File: src/rtl/i2c_slave_xfer.sv
// I2C slave front end: START/STOP decode, 7-bit address match, byte-wise write delivery, block read streaming.
// Latency: SYNC_STAGES+1 core cycles from a bus pin edge to the resulting state change; rx_valid one cycle after the 8th data rise.
// Backpressure: rx_ready low at the 8th write bit drops the byte and NACKs; the slave never stretches scl.
//
// Ports:
//   clk, n_rst           system clock (rising edge) and asynchronous active-low reset
//   scl, sda_in          bus clock and bus data as seen on the pins (asynchronous)
//   sda_out              open-drain data drive, 0 = pull low, 1 = release
//   tx_data, tx_load     read block (byte 0 in the top byte) and its capture strobe
//   rx_ready             consumer can take the next write byte
//   rx_data, rx_valid    last received write byte and its one-cycle strobe
//   rx_rw                R/W bit of the last matched address (1 = read)
//   start_det, stop_det  one-cycle strobes on (repeated) START and on STOP
//   busy                 set on address match, cleared on STOP, NACK or address mismatch
module i2c_slave_xfer #(
  parameter logic [6:0] SLAVE_ADDR  = 7'h78,
  parameter int         NUM_BYTES   = 8,
  parameter int         SYNC_STAGES = 2
) (
  input  logic                   clk,
  input  logic                   n_rst,
  input  logic                   scl,
  input  logic                   sda_in,
  output logic                   sda_out,
  input  logic [8*NUM_BYTES-1:0] tx_data,
  output logic                   tx_load,
  input  logic                   rx_ready,
  output logic [7:0]             rx_data,
  output logic                   rx_valid,
  output logic                   rx_rw,
  output logic                   start_det,
  output logic                   stop_det,
  output logic                   busy
);

  localparam int IDX_W = (NUM_BYTES > 1) ? $clog2(NUM_BYTES) : 1;

  typedef enum logic [2:0] {
    IDLE,
    ADDR,
    ADDR_ACK,
    RX_BYTE,
    RX_ACK,
    TX_BYTE,
    TX_ACKCHK,
    WAIT_STOP
  } state_t;

  // ---------------------------------------------------------------------------
  // Pin synchronisers and edge detection
  // ---------------------------------------------------------------------------
  logic [SYNC_STAGES-1:0] r_scl_sync;
  logic [SYNC_STAGES-1:0] r_sda_sync;
  logic                   r_scl_prev;
  logic                   r_sda_prev;

  always_ff @(posedge clk or negedge n_rst) begin
    if (!n_rst) begin
      r_scl_sync <= '1;
      r_sda_sync <= '1;
      r_scl_prev <= 1'b1;
      r_sda_prev <= 1'b1;
    end else begin
      r_scl_sync <= {r_scl_sync[SYNC_STAGES-2:0], scl};
      r_sda_sync <= {r_sda_sync[SYNC_STAGES-2:0], sda_in};
      r_scl_prev <= r_scl_sync[SYNC_STAGES-1];
      r_sda_prev <= r_sda_sync[SYNC_STAGES-1];
    end
  end

  logic w_scl;
  logic w_sda;
  logic w_scl_rise;
  logic w_scl_fall;
  logic w_start;
  logic w_stop;

  assign w_scl      = r_scl_sync[SYNC_STAGES-1];
  assign w_sda      = r_sda_sync[SYNC_STAGES-1];
  assign w_scl_rise = w_scl & ~r_scl_prev;
  assign w_scl_fall = ~w_scl & r_scl_prev;
  // scl must be high on both samples so an sda edge coincident with an scl
  // edge is never mistaken for a bus condition.
  assign w_start    = r_sda_prev & ~w_sda & w_scl & r_scl_prev;
  assign w_stop     = ~r_sda_prev & w_sda & w_scl & r_scl_prev;

  // ---------------------------------------------------------------------------
  // Transfer state
  // ---------------------------------------------------------------------------
  state_t                 r_state;
  logic [3:0]             r_bit_cnt;
  logic [7:0]             r_shift;
  logic                   r_ack_drv;   // ACK slot: 0 = waiting for driving fall, 1 = driving
  logic [8*NUM_BYTES-1:0] r_tx_buf;
  logic [IDX_W-1:0]       r_byte_idx;

  logic                   r_sda_out;
  logic                   r_tx_load;
  logic [7:0]             r_rx_data;
  logic                   r_rx_valid;
  logic                   r_rx_rw;
  logic                   r_start_det;
  logic                   r_stop_det;
  logic                   r_busy;

  // Byte completed by the current rising edge (MSB first).
  logic [7:0] w_rx_byte;
  assign w_rx_byte = {r_shift[6:0], w_sda};

  // Current read byte; byte 0 sits in the top byte of the captured block.
  logic [7:0] w_tx_byte;
  always_comb begin
    w_tx_byte = r_tx_buf[8*NUM_BYTES-1 -: 8];
    for (int i = 0; i < NUM_BYTES; i++) begin
      if (r_byte_idx == IDX_W'(i)) w_tx_byte = r_tx_buf[8*(NUM_BYTES-1-i) +: 8];
    end
  end

  // Bit 7 - r_bit_cnt for counts 0..7.
  logic [2:0] w_bit_idx;
  assign w_bit_idx = ~r_bit_cnt[2:0];

  always_ff @(posedge clk or negedge n_rst) begin
    if (!n_rst) begin
      r_state     <= IDLE;
      r_bit_cnt   <= 4'd0;
      r_shift     <= 8'd0;
      r_ack_drv   <= 1'b0;
      r_tx_buf    <= '0;
      r_byte_idx  <= '0;
      r_sda_out   <= 1'b1;
      r_tx_load   <= 1'b0;
      r_rx_data   <= 8'd0;
      r_rx_valid  <= 1'b0;
      r_rx_rw     <= 1'b0;
      r_start_det <= 1'b0;
      r_stop_det  <= 1'b0;
      r_busy      <= 1'b0;
    end else begin
      r_tx_load   <= 1'b0;
      r_rx_valid  <= 1'b0;
      r_start_det <= 1'b0;
      r_stop_det  <= 1'b0;

      if (w_stop) begin
        // STOP takes priority over anything the data path would do this cycle.
        r_state    <= IDLE;
        r_sda_out  <= 1'b1;
        r_busy     <= 1'b0;
        r_stop_det <= 1'b1;
        r_bit_cnt  <= 4'd0;
        r_ack_drv  <= 1'b0;
      end else if (w_start) begin
        // busy is left alone so a repeated START inside a matched transfer keeps it.
        r_state     <= ADDR;
        r_start_det <= 1'b1;
        r_sda_out   <= 1'b1;
        r_bit_cnt   <= 4'd0;
        r_shift     <= 8'd0;
        r_byte_idx  <= '0;
        r_ack_drv   <= 1'b0;
      end else begin
        case (r_state)
          ADDR: begin
            if (w_scl_rise) begin
              r_shift <= w_rx_byte;
              if (r_bit_cnt == 4'd7) begin
                r_bit_cnt <= 4'd0;
                if (w_rx_byte[7:1] == SLAVE_ADDR) begin
                  r_rx_rw <= w_rx_byte[0];
                  r_busy  <= 1'b1;
                  r_state <= ADDR_ACK;
                end else begin
                  r_busy  <= 1'b0;
                  r_state <= WAIT_STOP;
                end
              end else begin
                r_bit_cnt <= r_bit_cnt + 4'd1;
              end
            end
          end

          ADDR_ACK: begin
            if (w_scl_fall) begin
              if (!r_ack_drv) begin
                r_ack_drv <= 1'b1;
                r_sda_out <= 1'b0;
                if (r_rx_rw) begin
                  r_tx_buf   <= tx_data;
                  r_tx_load  <= 1'b1;
                  r_byte_idx <= '0;
                end
              end else begin
                r_ack_drv <= 1'b0;
                if (r_rx_rw) begin
                  // The ACK-ending fall also launches bit 7 of byte 0.
                  r_state   <= TX_BYTE;
                  r_sda_out <= r_tx_buf[8*NUM_BYTES-1];
                end else begin
                  r_state   <= RX_BYTE;
                  r_sda_out <= 1'b1;
                end
              end
            end
          end

          RX_BYTE: begin
            if (w_scl_rise) begin
              r_shift <= w_rx_byte;
              if (r_bit_cnt == 4'd7) begin
                r_bit_cnt <= 4'd0;
                r_rx_data <= w_rx_byte;
                if (rx_ready) begin
                  r_rx_valid <= 1'b1;
                  r_state    <= RX_ACK;
                end else begin
                  // Consumer full: drop the byte and leave sda released (NACK).
                  r_busy  <= 1'b0;
                  r_state <= WAIT_STOP;
                end
              end else begin
                r_bit_cnt <= r_bit_cnt + 4'd1;
              end
            end
          end

          RX_ACK: begin
            if (w_scl_fall) begin
              if (!r_ack_drv) begin
                r_ack_drv <= 1'b1;
                r_sda_out <= 1'b0;
              end else begin
                r_ack_drv <= 1'b0;
                r_sda_out <= 1'b1;
                r_state   <= RX_BYTE;
              end
            end
          end

          TX_BYTE: begin
            if (w_scl_rise) begin
              r_bit_cnt <= r_bit_cnt + 4'd1;
            end else if (w_scl_fall) begin
              if (r_bit_cnt == 4'd8) begin
                r_bit_cnt <= 4'd0;
                r_sda_out <= 1'b1;
                r_state   <= TX_ACKCHK;
              end else begin
                r_sda_out <= w_tx_byte[w_bit_idx];
              end
            end
          end

          TX_ACKCHK: begin
            if (w_scl_rise) begin
              if (!w_sda) begin
                r_state <= TX_BYTE;
                if (r_byte_idx == IDX_W'(NUM_BYTES - 1)) begin
                  // Block exhausted: wrap and reload so the master keeps streaming.
                  r_byte_idx <= '0;
                  r_tx_buf   <= tx_data;
                  r_tx_load  <= 1'b1;
                end else begin
                  r_byte_idx <= r_byte_idx + 1'b1;
                end
              end else begin
                r_busy  <= 1'b0;
                r_state <= WAIT_STOP;
              end
            end
          end

          default: begin
            // IDLE and WAIT_STOP leave only on START/STOP, handled above.
            r_sda_out <= 1'b1;
          end
        endcase
      end
    end
  end

  assign sda_out   = r_sda_out;
  assign tx_load   = r_tx_load;
  assign rx_data   = r_rx_data;
  assign rx_valid  = r_rx_valid;
  assign rx_rw     = r_rx_rw;
  assign start_det = r_start_det;
  assign stop_det  = r_stop_det;
  assign busy      = r_busy;

endmodule
File: config.mk
export PLATFORM = sky130hd
export DESIGN_NAME = i2c_slave_xfer
export DESIGN_NICKNAME = d
export VERILOG_FILES = /design/src/rtl/i2c_slave_xfer.sv
export SDC_FILE = /design/constraint.sdc
export NUM_CORES = 1
export LEC_CHECK = 0
export CORE_UTILIZATION = 45
export CTS_CLUSTER_SIZE = 8
export DETAILED_ROUTE_END_ITERATION = 7
export PLACE_DENSITY_LB_ADDON = 0.08
export SETUP_SLACK_MARGIN = 0.2
export SLEW_MARGIN = 30
export SYNTH_ARGS = -nofsm -noshare
export SYNTH_HDL_FRONTEND = slang
export SYNTH_SLANG_ARGS = --single-unit
File: constraint.sdc
create_clock -name clk -period 2.65 [get_ports clk]
set_input_delay 0.53 -clock clk [delete_from_list [all_inputs] [get_ports clk]]
set_output_delay 0.53 -clock clk [all_outputs]
set_load 0.05 [all_outputs]
# == After elaboration in Yosys (flattened, before gate mapping) ==
# Index checks and enable logic that the tools add are counted.
# Widths: inputs -> output; s select.
# word_totals
ff_bits,103
input_bits,69
output_inout_bits,15
word_cells,208
# op_classes
addsub,2
magnitude_cmp,1
n_eq_ne,51
muxes,99
bitwise_logic,15
n_reduce_logical,22
# op_table
operator,n
$mux 64,6
$pmux 64 s2,1
$mux 3,23
$mux 8,7
$ne 4x4->1 const B,12
$mux 1,43
$ne 3x3->1 const B,12
$mux 4,7
$eq 3x3->1 const B,7
$mux 7,3
$pmux 3 s6,1
$reduce_and 9->1,2
$reduce_and 13->1,1
$eq 3x2->1 const B,4
$ne 2x2->1 const B,6
$ne 5x5->1 const B,2
$reduce_and 5->1,2
$reduce_bool 3->1,3
$and 1x1->1,8
$pmux 4 s2,1
$reduce_bool 4->1,2
$reduce_bool 8->1,1
$eq 7x7->1 const B,1
$reduce_and 7->1,1
24 further kinds,34

# == Longest topological paths before layout ==
# logic_depth
word_depth,16
mapped_depth,11
depth_no_buf,8

# == Worst setup path after synthesis ==
# No wires, ideal clock.
# synth_timing
kind,register to register
from,register r_byte_idx[2]
to,register r_sda_out (netlist: sda_out)
setup_time_ps,86
arrival_ps,2142
t_required_ps,2564
setup_slack_ps,422
path_stages_with_launch,11
n_path_buf,2
synth_period_minus_slack_ps,2228
path_cell_list,dfrtp_1 buf_6 inv_2 ha_1 buf_2 nor3_1 a211o_1 a221o_1 a221oi_2 a32oi_1 o31ai_2
# synth_via
elab_chain_cells,16
elab_cells_between_ends,22
cone_classes,7 x eq/ne; 15 x mux
# synth_lines
item,line_no,source
start: declaration,95,logic [IDX_W-1:0] r_byte_idx;
start signal: assignment,264,r_byte_idx <= r_byte_idx + 1'b1;
$eq 3x1->1,115,if (r_byte_idx == IDX_W'(i)) w_tx_byte = r_tx_buf[8*(NUM_BYTES-1-i) +: 8];
$mux 8 (6 in a row),115,
$mux 8 (*),115,
$bmux 1 s3 (*),249,r_sda_out <= w_tx_byte[w_bit_idx];
$mux 1 (implied by the code) (*),249,
$mux 1 (*),244,if (r_bit_cnt == 4'd8) begin
$mux 1 (*),243,end else if (w_scl_fall) begin
$mux 1 (*),241,if (w_scl_rise) begin
$pmux 1 s4 (*),163,case (r_state)
$mux 1 (*),153,end else if (w_start) begin
$mux 1 (*),145,if (w_stop) begin
end signal: assignment,198,r_sda_out <= r_tx_buf[8*NUM_BYTES-1];
end signal: assignment,249,
end: declaration,97,logic r_sda_out;
# Mark *: on every way between the ends. The rest lies on a longest branch, timed or not. The select of a mux whose other input is x is not followed.
# A chain may end at the register's enable or synchronous reset.

# == Worst setup path after layout ==
# layout_timing
from,register r_byte_idx[0]
to,register r_sda_out (netlist: sda_out)
# Same word-level chain as after synthesis.

==> metrics.cfg <==
[yosys]
avgSynthCellArea_um2=8.940
mappedNetlistArea_um2=5364
synth_cell_type_count=69
ys_async_sr_fraction_pct=100.0
synth_edf_count=0
ys_ff_latch=103
synth_warnings=0
syn_nets=679
synth_ff_type=dfrtp_1
ys_seq_area_share_pct=48.22
synth_cells=600

[detailed_routing]
first_pass_iters=6
drt-vias-per-instance=5.449
drtIter0Drc=264
antenna_left=0
wl_per_cell_um=16.40
drc=7
finalWirelength_um=13690
vias=4550

[finish]
final_layout_size_suffix_gt1_share_pct=12.86
n_antenna_cell=0
syn_to_final_growth_pct=26.45
fill_cells=1053
ff_latch_area_um2=2587
final_common_cell=nand2_1
layoutNonFillerInstCount=835
multi_input_area_um2=2615
mostFrequentLayoutCells=208 x nand2_1, 95 x dfrtp_1, 82 x clkdlybuf4s50_1
layout.nets=766
fin_util_pct=58.90

[floorplanning]
initial_core_util_pct=46.58
std_cell_rows=39
die_area_um2=12360
die_h_um=111.2
ios=84
die_x_um=111.2
core-area_um2=11520

[critical_path]
path_depth=8
slowest_delay_ns=0.43
crit_fanout=13
crit_family=compound AO/OA/AOI/OAI gates
crit_required_ns=2.92
path_buf_inv=0
cp.arrival_ns=2.56
setup.worst_path.class=register to register
r2r_cells=8
worst_path_max_delay_cell=dfrtp_2
cp-start-kind=register
cp_cell_sequence=ha_1 -> ha_4 -> nor2b_1 -> a211o_1 -> a221o_1 -> a221oi_2 -> a32oi_1 -> o31ai_2
end_kind=register

[placed_design]
gp_congestion=0.9322
hpwl_um=9995
dp.cells=814
numPortBuffers=83

[outcome]
outcome=complete, but fails checks
violations=DRC

[sta]
fmax_mhz=435.7
fin_crit_ns=2.295
setup_viol=0
finalSetupTns_ns=0
max_slew_margin_pct=56.83
fin_skew_ns=0.009847
rsz0062_at_grt=no
fin_crit_sh_pct=86.61
tightest_slew_ns=0.6313
finalMaxSlewViolations=0
hold_viol=0

[power_and_ir_drop]
max-vdd-ir-drop_v=0.0003463
p_per_area_nw_per_um2=673.2
total_power_w=0.004566
p_leak_nw=2.897

[clock_network]
cts_sinks=103
cts_tree=built
root_buffer=clkbuf_16
path_clk_slew_ns=0.07
cts_made_buffers=9
htree_levels=3
clk_path_buf_depth=2
insertion_delay_ns=0.36

[global_routing]
gr-total-overflow=0
grt_use_met3_pct=4.210
grt_max_degree=72
grt-busiest-layer=met2
grt_pass1_vias=4595
grt_antenna_before_repair=0
use_met1_pct=30.40
grtUsageMet2_pct=38.88
gr-usage-all-layers_pct=23.58
grt_pass1_wl_um=22970

[flow_run]
drv_cap=0

[worst_hold_path]
min_path_type=input pin to asynchronous set/reset pin

[state kept, by name (all words and copies together), names as in the netlist, 2 cells and up]
signal      cells
r_tx_buf       64
r_state         3
r_byte_idx      3
r_bit_cnt       4
rx_data         8
r_scl_sync      2
r_sda_sync      2
r_shift         7
[path summary, 6_finish.rpt]
check                               from            end  slack, ns
max reg2reg                r_byte_idx[0]        sda_out       0.35
max in group asynchronous          n_rst   r_tx_buf[17]       1.84
max                        r_byte_idx[0]        sda_out       0.35
min reg2reg                r_sda_sync[0]  r_sda_sync[1]       0.36
min in group clk           r_sda_sync[0]  r_sda_sync[1]       0.36
min                                n_rst     rx_data[7]       0.13
[synth_stat cells (all sizes together), types with 6 or more instances]
library cell / n / area (um2)
a2111oi: 8 / 97.59
a211oi: 6 / 45.04
a21oi: 24 / 120.1
a22o: 10 / 87.58
a22oi: 6 / 45.04
buf: 17 / 102.6
clkbuf: 15 / 56.30
dfrtp: 96 / 2402
dfstp: 7 / 183.9
ha: 10 / 125.1
inv: 22 / 82.58
mux2: 18 / 202.7
nand2: 208 / 780.8
nand2b: 9 / 56.30
nand3: 10 / 50.05
nor2: 15 / 56.30
nor2b: 14 / 97.59
o21ai: 27 / 135.1
[cell families after synthesis]
| logic type | synth area share [%] |
|---|---|
| simple gates | 23.49 |
| compound gates | 16.42 |
| flops | 48.22 |
| buf+inv | 4.502 |
| mux | 4.525 |
| fa+ha+maj | 2.519 |
| xor+xnor | 0.3266 |
[final cells by class]
cell class / instances / area share (%)
Timing Repair Buffer: 108 / 15.40
Tap cell: 143 / 2.638
Clock buffer: 10 / 3.376
Multi-Input combinational cell: 443 / 38.55
Sequential cell: 103 / 38.15
Clock inverter: 6 / 0.6641
Inverter: 22 / 1.217
[per-stage QoR]
step                instance area, um2  hold slack (ns)  worst slack (ns)
global placement                  6392           0.3474            0.2046
finish                            6783           0.1335            0.3548
floorplan                         5364           0.2344            0.4221
global route                      6783           0.1683            0.2025
detailed placement                6392           0.3487            0.1291
CTS                               6671           0.1431            0.2464
[worst register-to-register path, stage by stage, from the launching register on]
cell,delay [ns]
dfrtp_2,0.43
ha_1,0.26
ha_4,0.22
nor2b_1,0.15
a211o_1,0.22
a221o_1,0.34
a221oi_2,0.25
a32oi_1,0.14
o31ai_2,0.20
[report_power, final]
group	total (W)	switching (W)	internal, W	leakage (nW)
Sequential	0.00180	0.000135	0.00167	1.06
Combinational	0.00152	0.000808	0.000714	1.72
Clock	0.00124	0.000602	0.000640	0.125
Total	0.00457	0.00154	0.00302	2.90
[routing by layer]
metal	wire length (um)	share of wire, %
met2	6644	49
met4	365	2.7
met3	545	4.0
met5	0	0
met1	6135	45
[timing repair]
item / 4_1_cts / 5_1_grt
hold buffers: 0 / 0
buffers inserted: 0 / 5
resized for setup: 2 / 15
pin swaps: 0 / 2
setup endpoints to repair: 1 / 1
(Power assumes the default switching activity.)
